[src/rtl/ser_pkg.sv]
// Shared types and constants for the word serializer.
// FSM state encoding and the completed-word counter width.
package ser_pkg;

    typedef enum logic [1:0] {
        IDLE,
        LOAD,
        WAIT
    } state_t;

    localparam int CNT_W = 16;

endpackage

[src/rtl/ser_fifo.sv]
// Small power-of-two input FIFO with a registered occupancy count.
// Writes while full and reads while empty are dropped.
module ser_fifo #(
    parameter int WIDTH = 32,
    parameter int DEPTH = 2
) (
    input  logic             clk,
    input  logic             rst,
    input  logic             push,
    input  logic             pop,
    input  logic [WIDTH-1:0] din,
    output logic [WIDTH-1:0] dout,
    output logic             full,
    output logic             empty
);

    localparam int AW = $clog2(DEPTH);

    generate
        if (DEPTH < 2 || (DEPTH & (DEPTH - 1)) != 0) begin : g_bad_depth
            $error("ser_fifo: DEPTH must be a power of two >= 2");
        end
    endgenerate

    logic [WIDTH-1:0] mem [DEPTH];
    logic [AW-1:0]    wr_ptr;
    logic [AW-1:0]    rd_ptr;
    logic [AW:0]      count;
    logic             do_push;
    logic             do_pop;

    assign do_push = push && !full;
    assign do_pop  = pop && !empty;
    assign full    = (count == (AW+1)'(DEPTH));
    assign empty   = (count == '0);
    assign dout    = mem[rd_ptr];

    // Pointers wrap naturally because DEPTH is a power of two.
    always_ff @(posedge clk) begin
        if (rst) begin
            wr_ptr <= '0;
            rd_ptr <= '0;
            count  <= '0;
        end else begin
            if (do_push) wr_ptr <= wr_ptr + 1'b1;
            if (do_pop)  rd_ptr <= rd_ptr + 1'b1;
            count <= count + (AW+1)'(do_push) - (AW+1)'(do_pop);
        end
    end

    always_ff @(posedge clk) begin
        if (do_push) mem[wr_ptr] <= din;
    end

endmodule

[src/rtl/word_serializer.sv]
// Splits IN_W-bit words into OUT_W-bit beats paced by tx_done.
// Define WORD_SERIALIZER_CNT_EN to build the completed-word counter.
module word_serializer
    import ser_pkg::*;
#(
    parameter int IN_W      = 32,
    parameter int OUT_W     = 8,
    parameter int DEPTH     = 2,
    parameter int MSB_FIRST = 1
) (
    input  logic             clk,
    input  logic             rst,
    input  logic [IN_W-1:0]  data_in,
    input  logic             data_in_valid,
    output logic             data_in_ready,
    output logic [OUT_W-1:0] data_out,
    output logic             data_out_valid,
    input  logic             tx_done,
    output logic             word_done,
    output logic             busy,
    output logic [CNT_W-1:0] word_cnt
);

    localparam int BEATS = IN_W / OUT_W;
    localparam int IDX_W = (BEATS > 1) ? $clog2(BEATS) : 1;
    localparam logic [IDX_W-1:0] LAST = IDX_W'(BEATS - 1);

    generate
        if (IN_W % OUT_W != 0) begin : g_bad_width
            $error("word_serializer: IN_W must be a multiple of OUT_W");
        end
    endgenerate

    state_t          state_q;
    state_t          state_d;
    logic [IN_W-1:0] fifo_dout;
    logic            fifo_full;
    logic            fifo_empty;
    logic [IN_W-1:0] sreg_q;
    logic [IDX_W-1:0] idx_q;
    logic            rdy_q;
    logic            pop;
    logic            issue;
    logic            adv;
    logic            finish;
    logic [OUT_W-1:0] head;
    logic [IN_W-1:0] sreg_next;

    ser_fifo #(
        .WIDTH(IN_W),
        .DEPTH(DEPTH)
    ) u_fifo (
        .clk  (clk),
        .rst  (rst),
        .push (data_in_valid && data_in_ready),
        .pop  (pop),
        .din  (data_in),
        .dout (fifo_dout),
        .full (fifo_full),
        .empty(fifo_empty)
    );

    assign data_in_ready = rdy_q && !fifo_full;
    assign busy          = (state_q != IDLE);

    assign head = (MSB_FIRST != 0) ? sreg_q[IN_W-1 -: OUT_W]
                                   : sreg_q[OUT_W-1:0];
    assign sreg_next = (MSB_FIRST != 0) ? (sreg_q << OUT_W)
                                        : (sreg_q >> OUT_W);

    always_ff @(posedge clk) begin
        if (rst) state_q <= IDLE;
        else     state_q <= state_d;
    end

    // A tx_done arriving with data_out_valid still high is a stale ack.
    always_comb begin
        state_d = state_q;
        pop     = 1'b0;
        issue   = 1'b0;
        adv     = 1'b0;
        finish  = 1'b0;
        unique case (state_q)
            IDLE: begin
                if (!fifo_empty) begin
                    pop     = 1'b1;
                    state_d = LOAD;
                end
            end
            LOAD: begin
                issue   = 1'b1;
                state_d = WAIT;
            end
            WAIT: begin
                if (tx_done && !data_out_valid) begin
                    if (idx_q != LAST) begin
                        issue = 1'b1;
                        adv   = 1'b1;
                    end else begin
                        finish  = 1'b1;
                        state_d = IDLE;
                    end
                end
            end
            default: state_d = IDLE;
        endcase
    end

    always_ff @(posedge clk) begin
        if (rst) begin
            rdy_q          <= 1'b0;
            sreg_q         <= '0;
            idx_q          <= '0;
            data_out       <= '0;
            data_out_valid <= 1'b0;
            word_done      <= 1'b0;
        end else begin
            rdy_q          <= 1'b1;
            data_out_valid <= issue;
            word_done      <= finish;
            if (pop) begin
                sreg_q <= fifo_dout;
                idx_q  <= '0;
            end else if (issue) begin
                sreg_q   <= sreg_next;
                data_out <= head;
                if (adv) idx_q <= idx_q + 1'b1;
            end
        end
    end

`ifdef WORD_SERIALIZER_CNT_EN
    logic [CNT_W-1:0] cnt_q;

    always_ff @(posedge clk) begin
        if (rst)         cnt_q <= '0;
        else if (finish) cnt_q <= cnt_q + 1'b1;
    end

    assign word_cnt = cnt_q;
`else
    assign word_cnt = '0;
`endif

endmodule

[config.mk]
export PLATFORM = sky130hd
export DESIGN_NAME = word_serializer
export DESIGN_NICKNAME = d
export VERILOG_FILES = /design/src/rtl/ser_pkg.sv /design/src/rtl/ser_fifo.sv /design/src/rtl/word_serializer.sv
export SDC_FILE = /design/constraint.sdc
export NUM_CORES = 1
export LEC_CHECK = 0
export CORE_ASPECT_RATIO = 0.8
export CORE_UTILIZATION = 59
export CTS_CLUSTER_SIZE = 25
export DETAILED_ROUTE_END_ITERATION = 8
export PLACE_DENSITY = 0.92
export SKIP_CTS_REPAIR_TIMING = 1
export SYNTH_ARGS = -nofsm -noshare
export SYNTH_HDL_FRONTEND = slang
export SYNTH_SLANG_ARGS = --single-unit
export TNS_END_PERCENT = 30
[constraint.sdc]
create_clock -name clk -period 7.1 [get_ports clk]
set_clock_uncertainty 0.1 [all_clocks]
set_input_delay 0.71 -clock clk [delete_from_list [all_inputs] [get_ports clk]]
set_output_delay 0.71 -clock clk [all_outputs]
set_load 0.01 [all_outputs]
---- After elaboration in Yosys (flattened, before gate mapping) ----
Memories as Yosys holds them, arrays and structs flattened. A register that Yosys moved wholly into a read port is not among the register bits.
Cells that the tools add are included.
storage, ports and cells
  flip-flop bits (word level) ............. 51
  bits in latches ......................... 0
  bits in writable memories ............... 64
  memory bits (read-only) ................. 0
  bits of input ports ..................... 36
  word-level logic and storage cells ...... 61
  memories kept ........................... 1
operators by class
  $add $sub $neg .......................... 5
  $mul .................................... 0
  div/mod/pow operators ................... 0
  $lt $le $gt $ge ......................... 0
  equal/unequal tests ..................... 7
  shift-type cells ........................ 0
  mux-type cells .......................... 18
  bitwise gates (word level) .............. 3
  reduce and logical (&&, ||, !) cells .... 17
memory list
  memory      words  bits a word  rd ports  clocked after memory_dff  wr ports  RTL line        text
  u_fifo.mem  2      32           1         1                         1         ser_fifo.sv:25  logic [WIDTH-1:0] mem [DEPTH];
operators with widths
  operator                                              count
  two-way mux 32 bit                                    2
  two-way mux 1 bit                                     11
  inequality test 2 bit (second input constant)         4
  two-way mux 2 bit                                     3
  one-hot mux 2 bit (3 select lines)                    1
  logical AND 1 bit                                     5
  equality test 2 bit (second input constant)           2
  logical NOT 2 bit                                     2
  AND reduction 2 bit                                   2
  nonzero test 2 bit                                    2
  logical NOT 1 bit                                     3
  inverter 1 bit                                        3
  AND reduction 3 bit                                   1
  OR reduction 3 bit                                    1
  adder 1 bit (second input constant)                   2
  adder 2 x 1 -> 2 bit                                  1
  adder 2 x 1 -> 2 bit (second input constant)          1
  equality test 2 x 1 -> 1 bit (second input constant)  1
  one-hot mux 1 bit (2 select lines)                    1
  OR reduction 2 bit                                    1
  subtractor 2 x 1 -> 2 bit                             1

---- Logic depth before layout (Yosys ltp) ----
  depth after elaboration ................. 7
  mapped depth ............................ 11
  mapped depth without buffers ............ 10

---- Modules after synthesis ----
A second synthesis with hierarchy kept.
second synthesis, totals
  cells, all modules ...................... 432
  area, all modules ....................... 5220.0 um^2
modules (own cells, without submodules)
  module           instances  cells an instance  area each (um^2)  sequential area each (um^2)
  word_serializer  1          305                2677.6            940.9
  ser_fifo         1          127                2542.4            2021.9

---- Worst setup path before layout ----
OpenSTA, ideal clock, no wires.
  kind .................................... input-to-reg
  start point ............................. in data_in_valid
  end point ............................... mem u_fifo.mem[0][0] (enable)
  data arrival time ....................... 2.241 ns
  required time ........................... 6.579 ns
  path slack .............................. 4.338 ns
  cell stages on the path ................. 2
  path buffers ............................ 0
  cell sequence ........................... o211ai_1 nor2_1
on the way
  cells in the longest elaborated chain, start to end .. 4
ends and longest elaborated chain
  item                                     RTL line               text
  start: declaration                       word_serializer.sv:14  input logic data_in_valid,
  logical AND 1 bit                        word_serializer.sv:55  .push (data_in_valid && data_in_ready),
  logical AND 1 bit                        ser_fifo.sv:32         assign do_push = push && !full;
  two-way mux 1 bit                        ser_fifo.sv:52         if (do_push) mem[wr_ptr] <= din;
  two-way mux 1 bit (implied by the code)  ser_fifo.sv:52
  end: declaration                         ser_fifo.sv:25
No other way between the ends.

---- Worst setup path in the final report ----
  start point ............................. reg state_q[0]
  end point ............................... out busy
on the way
  cells in the longest elaborated chain, start to end .. 1
ends and longest elaborated chain
  item                      RTL line               text
  start: declaration        word_serializer.sv:34  state_t state_q;
  start signal: assignment  word_serializer.sv:73  else state_q <= state_d;
  nonzero test 2 bit        word_serializer.sv:64  assign busy = (state_q != IDLE);
  end: declaration          word_serializer.sv:20  output logic busy,
No other way between the ends.

==> flow_summary.toml <==
[status]
status = "finished, final reports clean"

[synth]
synth_cell_types = 34
synthesis.area_um2 = 4900
synth_edf_count = 64
synthArstFlopShare = 0
ys_ff_latch = 116
syn_avg_cell_area_um2 = 12.9
ys.flop_type = "edfxtp_1"
synth_warnings = 0
synthCells = 381
synth.yosys.seq_area_share = 0.604

[placed_design]
hpwlAfterDp_mm = 5.41
port_buffers = 47
place_congestion = 0.791
dp.cells = 518

[route]
drc_errors = 0
vias = 3011
vias_per_cell = 5.47
wl_per_cell_um = 16.9
drt_iter0_markers = 212
drt_first_pass_iters = 4
ant_nets = 0
routed_wl_mm = 9.29

[timing]
report.final.slew_viol_count = 0
setup_tns_ns = 0
hold_ws_ns = 0.356
timing.final.hold_violations = 0
fin_crit_sh = 0.375
worstMarginPinSlew_ns = 0.853
rsz0062_at_grt = "false"
max_slew_margin = 0.429
finalSetupViolCount = 0
fmax_mhz = 375
fin_crit_ns = 2.66

[setup_path]
crit_required_ns = 6.29
end_kind = "output pin"
ff2ff_setup_slack_ns = 4.88
critPathLaunchType = "register"
crit_arrival_ns = 1.85
path_class = "reg -> out"
path_max_fanout = 4

[layout]
fin_cells = 550
syn_to_final_growth_pct = 20.4
layout-drive-gt1-share = 0.296
antenna_cells = 0
finish.net_count = 473

[floorplan]
start_util = 0.614
die_h_um = 83.5
die-area_um2 = 8680
io_pins = 64
num_rows = 29
core_um2 = 7980
die_w_um = 104

[global_routing]
track_usage = 0.234
grt_pass1_vias = 3100
antenna_found_initial = 0
grt_overflow = 0
grt_pass1_wl_mm = 15.3
grt_max_degree = 51

[clock_network]
cts_tree = "yes"
htreeDepth = 4
path_clk_slew_ns = 0.06
clk_latency_ns = 0.52
clockBufferDepth = 2
clock-sinks = 116
cts-root-buf = "clkbuf_8"
cts_buffers = 17

[hold_path]
hp-class = "reg -> reg"

[power]
total_power_mw = 2.38
p_per_area_nw_per_um2 = 403
p_leak_nw = 2.02
peakVddDrop_mv = 0.251

[job]
max_cap_viol_count = 0
-- routing by layer --
metal	share of wire	routed length [um]	GRT usage	vias up
li1	-	-	-	1432
met1	0.40	3760	0.270	1447
met2	0.51	4780	0.401	112
met3	0.063	587	0.0820	20
met4	0.017	161	0.0896	0
met5	0	0	0	-
-- power by group --
part / internal [mW] / switching [mW]
Clock: 0.500 / 0.307
Sequential: 0.834 / 0.0785
Combinational: 0.258 / 0.400
-- cells in the mapped netlist (2+ instances only) --
cell      number  area [um2]
edfxtp_1      64        1920
a21oi_2       52         455
dfxtp_1       52        1040
nand2_1       32         120
nor2_1        25        93.8
mux2_2        24         270
o21ai_0       24         120
buf_4         20         150
mux2i_1       11         110
inv_1          9        33.8
a31oi_1        8        50.1
ha_1           8         100
nand3_2        8        80.1
buf_2          7        35.0
clkbuf_1       7        26.3
a21oi_1        4        20.0
buf_12         3        60.1
xnor2_1        3        26.3
nand3b_1       2        15.0
nor3_2         2        20.0
nor3b_1        2        15.0
xor2_1         2        17.5
-- metrics by stage --
step                      area (um2)   util  setup slack, ns
after global placement          5330  0.668             4.42
final                           5900  0.740             4.44
after floorplan                 4960      -             4.34
after detailed placement        5330  0.668             4.32
after global routing            5900  0.740             4.32
after CTS                       5900  0.740             4.40
-- worst max-delay path, stage by stage (launching register included) --
cell and delay [ns]:
dfxtp_1 0.38, inv_1 0.10, ha_1 0.27, inv_1 0.07
clkdlybuf4s50_1 0.52
-- layout make-up --
cell class	instances	area [um2]
repair buffers	52	508
inverters	10	40.0
clock buffers	17	414
well taps	108	135
fillers	533	2080
flip-flops and latches	116	2960
multi-input cells	232	1690
clock inverters	15	159
-- registers in the layout, indices dropped and copies added, names as in the netlist, named ones only --
signal          cells
data_out_valid      1
word_done           1
u_fifo.wr_ptr       1
state_q             2
u_fifo.mem         64
idx_q               2
u_fifo.count        2
u_fifo.rd_ptr       1
data_out            8
sreg_q             32
rdy_q               1
-- path summary, 6_finish.rpt --
path                            startpoint         endpoint  depth (start not counted)
worst min register to register  sreg_q[25]      data_out[1]                          2
worst max-delay path            state_q[0]             busy                          4
worst min-delay path            sreg_q[25]      data_out[1]                          2
worst max register to register  state_q[0]  u_fifo.count[1]                         10
-- cell usage in the layout, fill, tap and decap left out, types with 4 or more instances in the layout --
cell type        netlist  routed
a21oi_1                4       4
a21oi_2               52      52
a31oi_1                8       8
buf_4                 20       5
clkbuf_16              0      16
clkdlybuf4s50_1        0      47
clkinv_4               0       6
conb_1                 1      16
dfxtp_1               52      52
edfxtp_1              64      64
ha_1                   8       8
inv_1                  9       9
mux2_2                24      24
mux2i_1               11      11
nand2_1               32      32
nand3_2                8       8
nor2_1                25      23
o21ai_0               24      24
-- kinds of logic (layout without fill, tap and decap cells) --
group | after synthesis | in the layout | share of synthesized area
flip-flops | 116 | 116 | 0.604
AO/OA/AOI/OAI | 95 | 95 | 0.147
AND/OR/NAND/NOR | 73 | 73 | 0.0748
buffers and inverters | 48 | 94 | 0.0659
multiplexers | 35 | 35 | 0.0776
adder cells (fa/ha/maj) | 8 | 8 | 0.0204
XOR/XNOR | 5 | 5 | 0.00893
other | 1 | 16 | 0.000765
(Power assumes the default switching activity.)
